<file path="src/rtl/renas_ahb_timer_pkg.sv">
// Shared AHB / user definitions for the renas AHB timer.
// Holds the AHB encodings (htrans, hsize, hresp), the register map of the
// timer (word index and byte offset), CTRL bit positions, the response FSM
// state type and the master/slave bus bundles.
package renas_ahb_timer_pkg;

  // AHB encodings
  localparam logic [1:0] HTRANS_IDLE   = 2'd0;
  localparam logic [1:0] HTRANS_BUSY   = 2'd1;
  localparam logic [1:0] HTRANS_NONSEQ = 2'd2;
  localparam logic [1:0] HTRANS_SEQ    = 2'd3;
  localparam logic [2:0] HSIZE_WORD    = 3'b010;
  localparam logic       HRESP_OKAY    = 1'b0;
  localparam logic       HRESP_ERROR   = 1'b1;

  // Register word indices; the byte offsets below are derived from them so
  // the two can never drift apart.
  localparam logic [2:0] IDX_CTRL   = 3'd0;
  localparam logic [2:0] IDX_PRESC  = 3'd1;
  localparam logic [2:0] IDX_CMP    = 3'd2;
  localparam logic [2:0] IDX_COUNT  = 3'd3;
  localparam logic [2:0] IDX_STATUS = 3'd4;

  localparam logic [31:0] REG_CTRL   = {27'd0, IDX_CTRL,   2'b00};
  localparam logic [31:0] REG_PRESC  = {27'd0, IDX_PRESC,  2'b00};
  localparam logic [31:0] REG_CMP    = {27'd0, IDX_CMP,    2'b00};
  localparam logic [31:0] REG_COUNT  = {27'd0, IDX_COUNT,  2'b00};
  localparam logic [31:0] REG_STATUS = {27'd0, IDX_STATUS, 2'b00};

  // CTRL / STATUS bit positions
  localparam int CTRL_EN          = 0;
  localparam int CTRL_IRQ_EN      = 1;
  localparam int CTRL_AUTO_RELOAD = 2;
  localparam int STATUS_MATCH     = 0;

  // Response FSM: ERR1 is the wait-state half of the ERROR response
  typedef enum logic [1:0] {
    RSP_OKAY = 2'd0,
    RSP_ERR1 = 2'd1,
    RSP_ERR2 = 2'd2
  } rsp_state_e;

  // Master -> slave bundle
  typedef struct packed {
    logic        hsel;
    logic [31:0] haddr;
    logic [1:0]  htrans;
    logic        hwrite;
    logic [2:0]  hsize;
    logic [31:0] hwdata;
    logic        hready;
  } mas_send_type;

  // Slave -> master bundle
  typedef struct packed {
    logic [31:0] hrdata;
    logic        hreadyout;
    logic        hresp;
  } slv_send_type;

endpackage

</file>
<file path="src/rtl/renas_ahb_timer.sv">
// AHB slave timer: prescaled 32-bit up-counter with compare match and a
// level interrupt.
// Ports:
//   hclk, hreset        - AHB clock, asynchronous active-high reset
//   hsel/haddr/htrans/hwrite/hsize/hwdata/hready - AHB slave inputs
//   hrdata/hreadyout/hresp - AHB slave response (zero-wait OKAY,
//                            two-cycle ERROR for illegal accesses)
//   timer_irq           - registered MATCH & IRQ_EN
// Registers: 0x00 CTRL{AUTO_RELOAD,IRQ_EN,EN}, 0x04 PRESC, 0x08 CMP,
//            0x0C COUNT, 0x10 STATUS{MATCH, W1C}.
module renas_ahb_timer
  import renas_ahb_timer_pkg::*;
#(
  parameter int          PRESC_W   = 16,
  parameter logic [31:0] BASE_MASK = 32'h0000_00FF
) (
  input  logic        hclk,
  input  logic        hreset,
  input  logic        hsel,
  input  logic [31:0] haddr,
  input  logic [1:0]  htrans,
  input  logic        hwrite,
  input  logic [2:0]  hsize,
  input  logic [31:0] hwdata,
  input  logic        hready,
  output logic [31:0] hrdata,
  output logic        hreadyout,
  output logic        hresp,
  output logic        timer_irq
);

  mas_send_type mst;
  slv_send_type slv;

  assign mst.hsel   = hsel;
  assign mst.haddr  = haddr;
  assign mst.htrans = htrans;
  assign mst.hwrite = hwrite;
  assign mst.hsize  = hsize;
  assign mst.hwdata = hwdata;
  assign mst.hready = hready;

  assign hrdata    = slv.hrdata;
  assign hreadyout = slv.hreadyout;
  assign hresp     = slv.hresp;

  // ---------------- address phase decode ----------------
  logic [31:0] ap_off;
  logic        ap_valid, ap_legal;

  assign ap_off   = mst.haddr & BASE_MASK;
  assign ap_valid = mst.hsel & mst.hready &
                    ((mst.htrans == HTRANS_NONSEQ) || (mst.htrans == HTRANS_SEQ));
  assign ap_legal = (ap_off <= REG_STATUS) && (ap_off[1:0] == 2'b00) &&
                    (mst.hsize == HSIZE_WORD);

  // Registered address phase; only legal transfers open a data phase, so an
  // illegal one can never touch a register.
  logic       dp_act, dp_wr;
  logic [2:0] dp_idx;

  always_ff @(posedge hclk or posedge hreset) begin
    if (hreset) begin
      dp_act <= 1'b0;
      dp_wr  <= 1'b0;
      dp_idx <= '0;
    end else if (mst.hready) begin
      dp_act <= ap_valid & ap_legal;
      dp_wr  <= mst.hwrite;
      dp_idx <= ap_off[4:2];
    end
  end

  // ---------------- response FSM ----------------
  rsp_state_e st, st_nxt;

  always_ff @(posedge hclk or posedge hreset) begin
    if (hreset) st <= RSP_OKAY;
    else        st <= st_nxt;
  end

  always_comb begin
    st_nxt = st;
    case (st)
      RSP_OKAY: if (ap_valid && !ap_legal) st_nxt = RSP_ERR1;
      RSP_ERR1: st_nxt = RSP_ERR2;
      RSP_ERR2: st_nxt = (ap_valid && !ap_legal) ? RSP_ERR1 : RSP_OKAY;
      default:  st_nxt = RSP_OKAY;
    endcase
  end

  logic [31:0] rd_data;

  always_comb begin
    slv           = '0;
    slv.hreadyout = (st != RSP_ERR1);
    slv.hresp     = (st == RSP_OKAY) ? HRESP_OKAY : HRESP_ERROR;
    slv.hrdata    = rd_data;
  end

  // ---------------- registers ----------------
  logic               ctrl_en, ctrl_irq_en, ctrl_auto;
  logic [PRESC_W-1:0] presc, presc_cnt;
  logic [31:0]        cmp, count;
  logic               match, irq_q;

  logic wr_en, wr_ctrl, wr_presc, wr_cmp, wr_count, wr_clr;
  logic tick, hit;

  // The data phase ends on the edge where hready is high
  assign wr_en    = dp_act & dp_wr & mst.hready;
  assign wr_ctrl  = wr_en && (dp_idx == IDX_CTRL);
  assign wr_presc = wr_en && (dp_idx == IDX_PRESC);
  assign wr_cmp   = wr_en && (dp_idx == IDX_CMP);
  assign wr_count = wr_en && (dp_idx == IDX_COUNT);
  assign wr_clr   = wr_en && (dp_idx == IDX_STATUS) && mst.hwdata[STATUS_MATCH];

  assign tick = ctrl_en && (presc_cnt == presc);
  assign hit  = tick && (count == cmp);

  always_ff @(posedge hclk or posedge hreset) begin
    if (hreset) begin
      ctrl_en     <= 1'b0;
      ctrl_irq_en <= 1'b0;
      ctrl_auto   <= 1'b0;
      presc       <= '0;
      cmp         <= '0;
    end else begin
      if (wr_ctrl) begin
        ctrl_en     <= mst.hwdata[CTRL_EN];
        ctrl_irq_en <= mst.hwdata[CTRL_IRQ_EN];
        ctrl_auto   <= mst.hwdata[CTRL_AUTO_RELOAD];
      end
      if (wr_presc) presc <= mst.hwdata[PRESC_W-1:0];
      if (wr_cmp)   cmp   <= mst.hwdata;
    end
  end

  // Prescaler: held at 0 while disabled or just after PRESC is rewritten
  always_ff @(posedge hclk or posedge hreset) begin
    if (hreset)                        presc_cnt <= '0;
    else if (wr_presc || !ctrl_en || tick) presc_cnt <= '0;
    else                               presc_cnt <= presc_cnt + PRESC_W'(1);
  end

  // Software write to COUNT takes priority over a simultaneous tick
  always_ff @(posedge hclk or posedge hreset) begin
    if (hreset)        count <= '0;
    else if (wr_count) count <= mst.hwdata;
    else if (tick)     count <= (hit && ctrl_auto) ? 32'd0 : count + 32'd1;
  end

  // A new match beats a simultaneous W1C so the event is never lost
  always_ff @(posedge hclk or posedge hreset) begin
    if (hreset) begin
      match <= 1'b0;
      irq_q <= 1'b0;
    end else begin
      if (hit)         match <= 1'b1;
      else if (wr_clr) match <= 1'b0;
      irq_q <= match & ctrl_irq_en;
    end
  end

  assign timer_irq = irq_q;

  // Read mux: zero outside a read data phase
  always_comb begin
    rd_data = '0;
    if (dp_act && !dp_wr) begin
      case (dp_idx)
        IDX_CTRL: begin
          rd_data[CTRL_EN]          = ctrl_en;
          rd_data[CTRL_IRQ_EN]      = ctrl_irq_en;
          rd_data[CTRL_AUTO_RELOAD] = ctrl_auto;
        end
        IDX_PRESC:  rd_data[PRESC_W-1:0] = presc;
        IDX_CMP:    rd_data = cmp;
        IDX_COUNT:  rd_data = count;
        IDX_STATUS: rd_data[STATUS_MATCH] = match;
        default:    rd_data = '0;
      endcase
    end
  end

endmodule

</file>
<file path="config.mk">
export PLATFORM = sky130hd
export DESIGN_NAME = renas_ahb_timer
export DESIGN_NICKNAME = d
export VERILOG_FILES = /design/src/rtl/renas_ahb_timer_pkg.sv /design/src/rtl/renas_ahb_timer.sv
export SDC_FILE = /design/constraint.sdc
export NUM_CORES = 1
export LEC_CHECK = 0
export CORE_ASPECT_RATIO = 0.6
export CORE_MARGIN = 2
export CORE_UTILIZATION = 55
export DETAILED_ROUTE_END_ITERATION = 10
export DONT_BUFFER_PORTS = 1
export GPL_ROUTABILITY_DRIVEN = 0
export GPL_TIMING_DRIVEN = 0
export PLACE_DENSITY = 0.73
export SLEW_MARGIN = 20
export SYNTH_ARGS = -nofsm -noshare
export SYNTH_HDL_FRONTEND = slang
export SYNTH_SLANG_ARGS = --single-unit
</file>
<file path="constraint.sdc">
create_clock -name hclk -period 3.14 [get_ports hclk]
set_input_delay 0.314 -clock hclk [delete_from_list [all_inputs] [get_ports hclk]]
set_output_delay 0.314 -clock hclk [all_outputs]
set_load 0.01 [all_outputs]
</file>
==> impl_metrics.env <==
export IMPL_clock_sinks=108
export IMPL_switching_share=0.2695
export IMPL_clockBufferDepth=2
export IMPL_synth_most_common_cell="dfrtp_1"
export IMPL_totalWireLength_microns=17150
export IMPL_hold_depth=2
export IMPL_synthTopCellsByCount="dfrtp_1, mux2_2, nor2_1"
export IMPL_endpoint_kind="output pin"
export IMPL_regToRegSetupSlack_ps=340
export IMPL_critPathTopFamily="buffers and inverters"
export IMPL_hpwl_microns=12990
export IMPL_netlist_instances=629
export IMPL_io_buffers=0
export IMPL_synth_edf_count=0
export IMPL_worstHoldPathType="input pin to flop"
export IMPL_dr_pass1_iters=5
export IMPL_fillers=951
export IMPL_start_kind="flop"
export IMPL_grt_pass1_wl_microns=26920
export IMPL_ir_drop_v=0.0002420
export IMPL_drv_slew=0
export IMPL_synth_avg_cell_area_sq_um=9.910
export IMPL_critPathRequiredTime_ps=2830
export IMPL_synth_top_cell_by_area="dfrtp_1"
export IMPL_nets=720
export IMPL_die_w_microns=141.4
export IMPL_synthesis_area_sq_um=6233
export IMPL_cap_violations=0
export IMPL_period_share=0.9044
export IMPL_drt_antenna_violating_nets=0
export IMPL_status="completed"
export IMPL_slowest_stage="buf_1"
export IMPL_p_clk_frac=0.363
export IMPL_grt_pass1_vias=4930
export IMPL_register_area_sq_um=2703
export IMPL_wl_per_cell_microns=21.65
export IMPL_place_ws_ps=473.7
export IMPL_design_core_area_sq_um=11190
export IMPL_synthFlopType="dfrtp_1"
export IMPL_skew_ps=7.491
export IMPL_reg2reg_to="count[5]"
export IMPL_antenna_found_initial=0
export IMPL_insertion_delay_ps=350
export IMPL_async_reset_ff_frac=1.000
export IMPL_yosysSeqAreaShare=0.4336
export IMPL_grt_use_total=0.2906
export IMPL_cts_resized=0
export IMPL_max_slew_margin=0.5579
export IMPL_rsz0062_at_grt="false"
export IMPL_whs_endpoint="count[25]"
export IMPL_power_frac_comb=0.120
export IMPL_cp_data_arrival_time_ps=2530
export IMPL_postPlaceCellArea_sq_um=6477
export IMPL_fp_dieArea_sq_um=12230
export IMPL_path_class="flop to output pin"
export IMPL_finalHoldViolCount=0
export IMPL_p_switching_uw=778.9
export IMPL_overflow=0
export IMPL_seq_power_share=0.517
export IMPL_drcViolationCount=0
export IMPL_via_per_inst=6.326
export IMPL_tightestPinTransition_ps=663.1
export IMPL_reg2reg_from="count[12]"
export IMPL_clk_pin_slew_ps=70
export IMPL_multi_input_area_sq_um=3341
export IMPL_io_pins=109
export IMPL_path_common_cell="buf_1"
export IMPL_h_tree_depth=3
export IMPL_finalInstanceArea_sq_um=6746
export IMPL_r2r_cells=8
export IMPL_initial_utilization=0.5573
export IMPL_yosysWarnings=0
export IMPL_dr_total_vias=5010
export IMPL_num_rows=30
export IMPL_syn_to_final_growth_pct=8.230
export IMPL_place_inst=776
export IMPL_drt_iter0_markers=620
export IMPL_crit_path_cell_trace="buf_1, buf_1, mux2_2, a22oi_1, nor2_1"
export IMPL_setup_ws_ps=300.3
export IMPL_crit_path_max_incr_delay_ps=570
export IMPL_crit_buf_inv=2
export IMPL_tns_ps=0
export IMPL_layout_min_cycle_time_ps=2840
export IMPL_drive_gt1_frac=0.1883
export IMPL_cts_made_buffers=9
export IMPL_max_freq_mhz=352.2
export IMPL_p_leak_uw=0.002851
export IMPL_synth_top_area_frac=0.4336
export IMPL_cts_tree="yes"
export IMPL_antennaDiodeCount=0
export IMPL_fin_cells=792
export IMPL_whs_ps=75.41
export IMPL_setup_viol=0
export IMPL_power_density_nw_per_um2=428.4
export IMPL_syn_nets=705
export IMPL_cts_root_buf="clkbuf_16"
export IMPL_intPower_uw=2111
export IMPL_ys_ff_latch=108
export IMPL_crit_fanout=10
export IMPL_grt_max_degree=33
export IMPL_die_h_microns=86.47
export IMPL_yosys_top_cells_area="dfrtp_1, mux2_2, xor2_1, xnor2_1, nor2_1"
export IMPL_hold_start="hwdata[25]"
export IMPL_synth_cell_type_count=52
layout by cell type (no fill, tap or decap), types with 3 or more instances in the layout:
cell type and instances:
dfrtp_1 108, mux2_2 69, nor2_1 67, nand2_1 49
xor2_1 48, xnor2_1 38, nand3_1 31, a22oi_1 30
o21ai_0 18, nand4_1 16, buf_2 15, and3_1 15
nor4_1 14, clkbuf_1 13, nor3_1 12, clkbuf_16 9
buf_1 8, a21oi_1 8, o21ai_1 8, inv_1 6
and2_1 5, nor3b_1 5, nor2b_1 4, and3_2 3
o31ai_1 3, and4_1 3, buf_12 3
power groups by stage:
stage / clock network (uW) / logic (uW) / registers [uW]
after floorplan: 0 / 256 / 1500
after global placement: 0 / 319 / 1520
after detailed placement: 0 / 335 / 1520
after CTS: 1060 / 338 / 1490
after global routing: 1130 / 383 / 1500
final: 1050 / 347 / 1500
cell type report:
cell class / instances / area share
timing repair buffer: 4 / 0.01039
tap: 144 / 0.02671
multi-input combinational: 477 / 0.4952
clock buffer: 11 / 0.03450
clock inverter: 4 / 0.003895
buffer: 37 / 0.02430
sequential: 108 / 0.4006
inverter: 7 / 0.004451
flip-flops by register name, indices dropped and copies added (netlist names):
signal	count
presc_cnt	16
cmp	32
dp_wr	1
presc	16
ctrl_irq_en	1
ctrl_en	1
dp_idx	3
match	1
count	32
dp_act	1
st	2
ctrl_auto	1
timer_irq	1
worst max-delay path by stage:
| stage | cells after the start | slack, ps | start | endpoint |
|---|---|---|---|---|
| 6_report | 5 | 300 | dp_idx[1] | hrdata[10] |
| 5_1_grt | 5 | 110 | dp_idx[1] | hrdata[8] |
| 4_1_cts | 5 | 370 | dp_idx[1] | hrdata[10] |
| 3_5_place_dp | 8 | 470 | count[12] | count[5] |
| 3_3_place_gp | 8 | 500 | count[12] | count[14] |
| 2_1_floorplan | 9 | 1100 | count[0] | count[26] |
per-stage QoR:
step	power [uW]	utilization
floorplan	1757	-
global placement	1837	0.5737
detailed placement	1855	0.5791
CTS	2894	0.6031
global route	3009	0.6031
finish	2890	0.6031
worst reg2reg max path, stage by stage (launching register included):
cell	delay, ps
dfrtp_1	460
xor2_1	200
nor4_1	510
nand4_1	190
nor2_1	260
nand4_1	330
nand2_1	240
clkbuf_2	310
o21ai_0	160
routing by layer:
metal	share of wire	wire length (microns)	vias up	global-route usage
li1	-	-	2240	-
met1	0.45	7781	2485	0.4388
met2	0.41	7035	253	0.4025
met3	0.12	2033	32	0.09061
met4	0.017	299	0	0.07909
met5	0	0	-	0
logic make-up (layout without fill, tap and decap cells):
group	count (synthesis)	in the layout	share of synthesized area
AND/OR/NAND/NOR	242	242	0.2037
flip-flops	108	108	0.4336
XOR/XNOR	86	86	0.1208
AO/OA/AOI/OAI	76	76	0.07949
multiplexers	71	71	0.1279
buffers and inverters	44	63	0.03051
adder cells (fa/ha/maj)	2	2	0.004014
repair_timing:
item,4_1_cts,5_1_grt
buffers inserted,0,0
endpoints found under the setup margin,0,0
hold buffers,1,0
hold endpoints to repair,18,0
(Power assumes the default switching activity.)
